File: src/rtl/avr_pkg.sv
// avr_pkg: shared AVR core constants and opcode helpers.
// Used by fetch and decode.
package avr_pkg;

  localparam logic [15:0] AVR_NOP = 16'h0000;

  localparam logic [15:0] OP2_JMPCALL_MASK  = 16'hFE0C;
  localparam logic [15:0] OP2_JMPCALL_MATCH = 16'h940C;
  localparam logic [15:0] OP2_LDSSTS_MASK   = 16'hFC0F;
  localparam logic [15:0] OP2_LDSSTS_MATCH  = 16'h9000;

  function automatic logic is_two_word(input logic [15:0] w);
    return ((w & OP2_JMPCALL_MASK) == OP2_JMPCALL_MATCH) ||
           ((w & OP2_LDSSTS_MASK) == OP2_LDSSTS_MATCH);
  endfunction

endpackage

File: src/rtl/avr_fetch_queue_fifo.sv
// avr_fetch_queue_fifo: circular buffer of fetched words + PCs.
// Pops one or two entries; exposes head and head+1.
module avr_fetch_queue_fifo
  import avr_pkg::*;
#(
  parameter int DEPTH  = 4,
  parameter int ADDR_W = 16,
  localparam int PW    = $clog2(DEPTH),
  localparam int CW    = PW + 1
) (
  input  logic              CLK,
  input  logic              RST,
  input  logic              flush,
  input  logic              push,
  input  logic [15:0]       push_word,
  input  logic [ADDR_W-1:0] push_pc,
  input  logic              pop1,
  input  logic              pop2,
  output logic [15:0]       head_word,
  output logic [ADDR_W-1:0] head_pc,
  output logic [15:0]       next_word,
  output logic [CW-1:0]     count
);

  logic [15:0]       word_q [DEPTH];
  logic [ADDR_W-1:0] pc_q   [DEPTH];
  logic [PW-1:0]     wr_ptr;
  logic [PW-1:0]     rd_ptr;
  logic [PW-1:0]     rd_nxt;
  logic [CW-1:0]     pop_n;

  // Number of entries leaving the head this cycle.
  always_comb begin
    pop_n = '0;
    unique case (1'b1)
      pop2:    pop_n = CW'(2);
      pop1:    pop_n = CW'(1);
      default: pop_n = '0;
    endcase
  end

  assign rd_nxt    = rd_ptr + PW'(1);
  assign head_word = word_q[rd_ptr];
  assign head_pc   = pc_q[rd_ptr];
  assign next_word = word_q[rd_nxt];

  // Storage array; contents are don't-care until counted valid.
  always_ff @(posedge CLK) begin
    if (push) begin
      word_q[wr_ptr] <= push_word;
      pc_q[wr_ptr]   <= push_pc;
    end
  end

  // Pointers and occupancy; flush empties the queue at once.
  always_ff @(posedge CLK) begin
    if (RST || flush) begin
      wr_ptr <= '0;
      rd_ptr <= '0;
      count  <= '0;
    end else begin
      wr_ptr <= wr_ptr + PW'(push);
      rd_ptr <= rd_ptr + pop_n[PW-1:0];
      count  <= count + CW'(push) - pop_n;
    end
  end

endmodule

File: src/rtl/avr_fetch_queue.sv
// avr_fetch_queue: program-memory prefetch queue for decode.
// Presents complete 1- or 2-word instructions; flushes on redirect.
module avr_fetch_queue
  import avr_pkg::*;
#(
  parameter int DEPTH  = 4,
  parameter int ADDR_W = 16
) (
  input  logic              CLK,
  input  logic              RST,
  output logic              pm_rd,
  output logic [ADDR_W-1:0] pm_addr,
  input  logic [15:0]       pm_data,
  input  logic              redirect,
  input  logic [ADDR_W-1:0] redirect_pc,
  output logic [15:0]       instr,
  output logic [15:0]       instr_ext,
  output logic [ADDR_W-1:0] instr_pc,
  output logic              instr_two,
  output logic              instr_valid,
  input  logic              instr_ready
);

  localparam int CW = $clog2(DEPTH) + 1;

  logic [ADDR_W-1:0] fetch_pc;
  logic [ADDR_W-1:0] rd_pc;
  logic              inflight;
  logic              kill;
  logic [CW-1:0]     count;
  logic [CW:0]       occ;
  logic [15:0]       head_word;
  logic [ADDR_W-1:0] head_pc;
  logic [15:0]       next_word;
  logic              head_two;
  logic              push;
  logic              take;

  assign occ   = {1'b0, count} + (CW+1)'(inflight);
  assign pm_rd = (occ < (CW+1)'(DEPTH)) && !redirect && !RST;
  assign push  = inflight && !kill && !redirect;

  assign head_two    = is_two_word(head_word);
  assign instr_valid = head_two ? (count >= CW'(2))
                                : (count >= CW'(1));
  assign take        = instr_valid && instr_ready && !redirect;

  avr_fetch_queue_fifo #(
    .DEPTH  (DEPTH),
    .ADDR_W (ADDR_W)
  ) u_fifo (
    .CLK       (CLK),
    .RST       (RST),
    .flush     (redirect),
    .push      (push),
    .push_word (pm_data),
    .push_pc   (rd_pc),
    .pop1      (take && !head_two),
    .pop2      (take && head_two),
    .head_word (head_word),
    .head_pc   (head_pc),
    .next_word (next_word),
    .count     (count)
  );

  // Fetch pointer, outstanding-read tracking and return kill.
  always_ff @(posedge CLK) begin
    if (RST) begin
      fetch_pc <= '0;
      rd_pc    <= '0;
      inflight <= 1'b0;
      kill     <= 1'b0;
    end else begin
      inflight <= pm_rd;
      kill     <= redirect && inflight;
      if (pm_rd) rd_pc <= fetch_pc;
      if (redirect)   fetch_pc <= redirect_pc;
      else if (pm_rd) fetch_pc <= fetch_pc + ADDR_W'(1);
    end
  end

  // Head presentation, zeroed unless a full instruction is ready.
  always_comb begin
    pm_addr   = pm_rd ? fetch_pc : '0;
    instr     = AVR_NOP;
    instr_ext = 16'h0000;
    instr_pc  = '0;
    instr_two = 1'b0;
    if (instr_valid) begin
      instr     = head_word;
      instr_pc  = head_pc;
      instr_two = head_two;
      if (head_two) instr_ext = next_word;
    end
  end

endmodule

File: config.mk
export PLATFORM = sky130hd
export DESIGN_NAME = avr_fetch_queue
export DESIGN_NICKNAME = d
export VERILOG_FILES = /design/src/rtl/avr_pkg.sv /design/src/rtl/avr_fetch_queue_fifo.sv /design/src/rtl/avr_fetch_queue.sv
export SDC_FILE = /design/constraint.sdc
export NUM_CORES = 1
export LEC_CHECK = 0
export BUFFER_PORTS_ARGS = -buffer_cell sky130_fd_sc_hd__buf_2
export CELL_PAD_IN_SITES_DETAIL_PLACEMENT = 0
export CELL_PAD_IN_SITES_GLOBAL_PLACEMENT = 1
export CORE_ASPECT_RATIO = 1.4
export CORE_MARGIN = 2
export CORE_UTILIZATION = 30
export CTS_CLUSTER_SIZE = 40
export DETAILED_ROUTE_END_ITERATION = 10
export PLACE_DENSITY = 0.52
export SLEW_MARGIN = 20
export SYNTH_ARGS = -nofsm -noshare
export SYNTH_HDL_FRONTEND = slang
export SYNTH_HIERARCHICAL = 1
export SYNTH_SLANG_ARGS = --single-unit
File: constraint.sdc
create_clock -name CLK -period 8.3 [get_ports CLK]
set_clock_uncertainty 0.1 [all_clocks]
set_input_delay 0.83 -clock CLK [delete_from_list [all_inputs] [get_ports CLK]]
set_output_delay 0.83 -clock CLK [all_outputs]
set_load 0.01 [all_outputs]
# Word level (Yosys, flattened, before mapping)
# Memory sizes are Yosys's and may differ from the RTL's. A register that Yosys moved wholly into a read port is not among the register bits.
# Index checks and enable logic that the tools add are counted.
# classes
n_addsub,7
order_cmp,3
eq_ne,2
mux,14
n_reduce_logical,16
# ops
op,n
2-to-1 mux 16 bit,7
"adder 16 x 1 -> 16 bit, second input constant",1
"== test 10 bit, second input constant",1
"== test 9 bit, second input constant",1
logical AND 1 bit,9
adder 3 x 1 -> 4 bit,1
logical NOT 1 bit,4
"less-than comparator 4 x 3 -> 1 bit, second input constant",1
2-to-1 mux 1 bit,4
2-to-1 mux 2 bit,2
case mux 2 bit (2 select lines),1
adder 3 x 1 -> 3 bit,1
">= comparator 3 x 1 -> 1 bit, second input constant",1
">= comparator 3 x 2 -> 1 bit, second input constant",1
subtractor 3 x 2 -> 3 bit,1
adder 2 x 1 -> 2 bit,1
"adder 2 x 1 -> 2 bit, second input constant",1
adder 2 bit,1
logical OR 1 bit,2
nonzero test 2 bit,1
# word_totals
ff_bits,41
mem_bits_rw,128
output_inout_bits,67
wordCells,51
n_memories,2
# memory_table
memory,depth,word_bits,rd,rd_ports_with_merged_regs,wr,line,source
u_fifo.pc_q,4,16,1,1,1,avr_fetch_queue_fifo.sv:26,logic [ADDR_W-1:0] pc_q [DEPTH];
u_fifo.word_q,4,16,2,1,1,avr_fetch_queue_fifo.sv:25,logic [15:0] word_q [DEPTH];

# Logic depth before layout (Yosys ltp)
# depth
depth_word,9
mapped_depth,13
depth_no_buf,11

# Modules after synthesis
# Netlist, hierarchy kept.
# modules_own_cells
module,n_inst,cells_each,area_each_um2
avr_fetch_queue_fifo,1,219,5372.7
avr_fetch_queue,1,273,2085.8

# Worst setup path before layout
# Ideal clock, no wire load.
# synth_timing
path_type,input to register
start,input port redirect
end,memory u_fifo.pc_q[1][0] (enable)
arrival_ns,3.827
required_time_ns,7.732
setup_slack_ns,3.905
path_stages,4
n_path_buf,1
cell_sequence,buf_6 > nor3b_1 > inv_1 > nor3b_1
# synth_via
elab_chain_cells,4
# synth_rtl
element,line,source
start: declaration,avr_fetch_queue.sv:14,"input logic redirect,"
logical NOT 1 bit,avr_fetch_queue.sv:41,assign push = inflight && !kill && !redirect;
logical AND 1 bit,avr_fetch_queue.sv:41,
named net push,avr_fetch_queue.sv:36,logic push;
2-to-1 mux 1 bit,avr_fetch_queue_fifo.sv:49,if (push) begin
2-to-1 mux 1 bit (implied by the code),avr_fetch_queue_fifo.sv:51,pc_q[wr_ptr] <= push_pc;
end: declaration,avr_fetch_queue_fifo.sv:26,
# The timed path passes the listed nets, and every way through them passes these cells.

==> impl_metrics.toml <==
[yosys]
synth-seq-cells = 169
ys.flop_type = "edfxtp_1"
synth_simple_gate_area_share = 0.0934
synth_xor_area_frac = 0.0168
yosysUniqueCellTypes = 55
synth.cells.most_frequent = "edfxtp_1, mux4_2, nand2_1, dfxtp_1, a21boi_0"
synth_top_family_by_area = "multiplexers"
synth_most_common_cell = "edfxtp_1"
ys_top_cells_by_area = "edfxtp_1, mux4_2, dfxtp_1"
synthMuxAreaShare = 0.145
synth_cells = 492
synth_area_per_cell_um2 = 15.2
synth_edf_count = 128
synth_area_leader_cell = "edfxtp_1"
synthArstFlopShare = 0
yosysTopAreaCellShare = 0.515
synthAdderAreaFrac = 0.0127
synth_compound_area_frac = 0.0698
syn-num-nets = 535
yosysSeqAreaShare = 0.625
synth_area_mm2 = 0.00746
yosys_warnings = 6

[place]
pre_cts_ws_ns = 3.34
port_buffers = 102
place_hpwl_um = 11200
gp_congestion = 0.704

[sta]
worst_slew_pin_slew_ns = 0.966
final_hold_viol_count = 0
finalWorstSetupSlack_ns = 3.73
slew_headroom = 0.353
period_minus_slack_ns = 4.57
fmax_mhz = 219
drv_slew = 0
period_share = 0.550
setup_viol = 0
finalSetupTns_ns = 0
rsz0062_at_grt = "no"

[finish]
drive_gt1_frac = 0.348
syn_to_final_growth_pct = 19.9
diodes = 0
post-route-util = 0.364
nets = 636

[pwr]
internal-power_mw = 1.49
comb_power_share = 0.039
power_frac_seq = 0.500
power.density_mw_per_mm2 = 209
power.net_switching_uw = 382
p_leak_nw = 3.21
clkPwrFrac = 0.461
peakVddDrop_v = 0.000135
switching_share = 0.204

[clock_network]
cts_setup_buffers = 0
numClockSinks = 169
hold_buffers = 0
cts-resized-gates = 0
cts_tree = "built"
clock_path_buffers = 2
cts_root_buf = "clkbuf_16"
ctsHtreeMaxLevel = 4
clock_latency_ns = 0.42
cts-buffers-inserted = 17
clk_pin_slew_ns = 0.06

[critical_path]
cp-end-kind = "flop"
crit_required_ns = 8.47
crit_arrival_ns = 4.74
crit_type = "reg2reg"
startpoint_type = "flop"
crit_fanout = 35

[floorplan]
die_y_um = 191
die_w_um = 137
fp-row-count = 68
io_pins = 103
die_area_mm2 = 0.0262
core_region_area_mm2 = 0.0246
start_util = 0.303

[routing]
routed_wl_um = 16700
via_per_inst = 4.78
drt_iter0_markers = 248
drc = 0
ant_nets = 0
dr.pass1.iters = 4
wl_per_cell_um = 18.2
vias = 4403

[global_route]
gr-usage-all-layers = 0.134
grt_start_max_net_pins = 40
overflow = 0
grt_pass1_vias = 4569
grt_pass1_wl_um = 25800
antenna_found_initial = 0

[hold_path]
hp-class = "reg2reg"

[flow_run]
drv_cap = 0

[run_status]
outcome = "complete, no violations"
==> final timing paths <==
kind | from | to | slack [ns] | cells past startpoint
hold / removal | rd_pc[12] | rd_pc[12] | 0.39 | 2
setup / recovery | u_fifo/rd_ptr[1] | u_fifo/count[2] | 3.73 | 11
hold reg to reg | rd_pc[12] | rd_pc[12] | 0.39 | 2
setup reg to reg | u_fifo/rd_ptr[1] | u_fifo/count[2] | 3.73 | 11
==> power groups by stage <==
stage                     sequential [mW]  clock [mW]  combinational (mW)
after floorplan                     0.949           0              0.0441
after global placement              0.952           0              0.0737
after detailed placement            0.953           0              0.0748
after CTS                           0.934       0.886              0.0752
after global routing                0.936       0.917              0.0821
final                               0.934       0.862              0.0728
==> flip-flops by register name (all words and copies together) (netlist names) <==
register       count
fetch_pc          16
kill               1
inflight           1
u_fifo/count       3
u_fifo/pc_q       64
rd_pc             16
u_fifo/rd_ptr      2
u_fifo/wr_ptr      2
u_fifo/word_q     64
==> layout make-up <==
cell class / instances / area (um2)
timing repair buffer: 109 / 563
fill: 2350 / 15600
multi-input combinational: 267 / 2560
tap: 315 / 394
clock inverter: 14 / 219
sequential: 169 / 4670
clock buffer: 18 / 429
inverter: 29 / 109
==> logic make-up (layout without fill, tap and decap cells) <==
group / count (synthesis) / after routing
DFF: 169 / 169
and+or+nand+nor: 127 / 127
AOI/OAI and AO/OA: 74 / 74
buffers and inverters: 56 / 170
muxes: 48 / 48
xor gates and xnor gates: 11 / 11
adders and majority gates: 7 / 7
==> layout by cell type, fill, tap and decap left out, types with 3 or more instances in the layout <==
| cell type | count |
|---|---|
| buf_2 | 102 |
| nor2_1 | 19 |
| nand3_1 | 3 |
| ha_1 | 6 |
| xnor2_1 | 8 |
| and2_1 | 20 |
| a211oi_1 | 5 |
| a21oi_1 | 20 |
| a21boi_0 | 29 |
| clkinv_4 | 4 |
| nor2b_1 | 3 |
| edfxtp_1 | 128 |
| nor3_1 | 8 |
| bufinv_16 | 5 |
| nand4_1 | 3 |
| buf_4 | 7 |
| a311oi_1 | 5 |
| dfxtp_1 | 39 |
| clkbuf_16 | 17 |
| mux4_2 | 48 |
| nor3_2 | 3 |
| nand2_1 | 45 |
| inv_1 | 28 |
==> layer usage <==
layer | GRT usage | wire length (um) | part of all wire | up-vias
li1 | - | - | - | 2087
met1 | 0.169 | 7280 | 0.43 | 2201
met2 | 0.227 | 8500 | 0.51 | 105
met4 | 0.0464 | 161 | 0.0096 | 0
met3 | 0.0263 | 797 | 0.048 | 10
met5 | 0 | 0 | 0 | -
==> worst max-delay path: stages (launching register included) <==
cell and delay [ns]:
dfxtp_2 0.54, buf_4 0.55, mux4_2 0.59, nor4b_1 0.32
nand2_1 0.21, nor3_4 0.60, and3_1 0.30, inv_1 0.06
ha_1 0.29, fa_1 0.42, xor3_1 0.37, nor3_1 0.04
==> through the flow <==
| stage | std cells | total power, mW | hold slack [ns] | cell area [um2] |
|---|---|---|---|---|
| after global placement | 889 | 1.03 | 0.377 | 8280 |
| final | 921 | 1.87 | 0.393 | 8940 |
| after floorplan | 492 | 0.993 | 0.354 | 7460 |
| after global routing | 921 | 1.93 | 0.427 | 8940 |
| after detailed placement | 889 | 1.03 | 0.389 | 8280 |
| after CTS | 921 | 1.90 | 0.399 | 8930 |
Note: power is estimated with default switching activity, not from simulation.
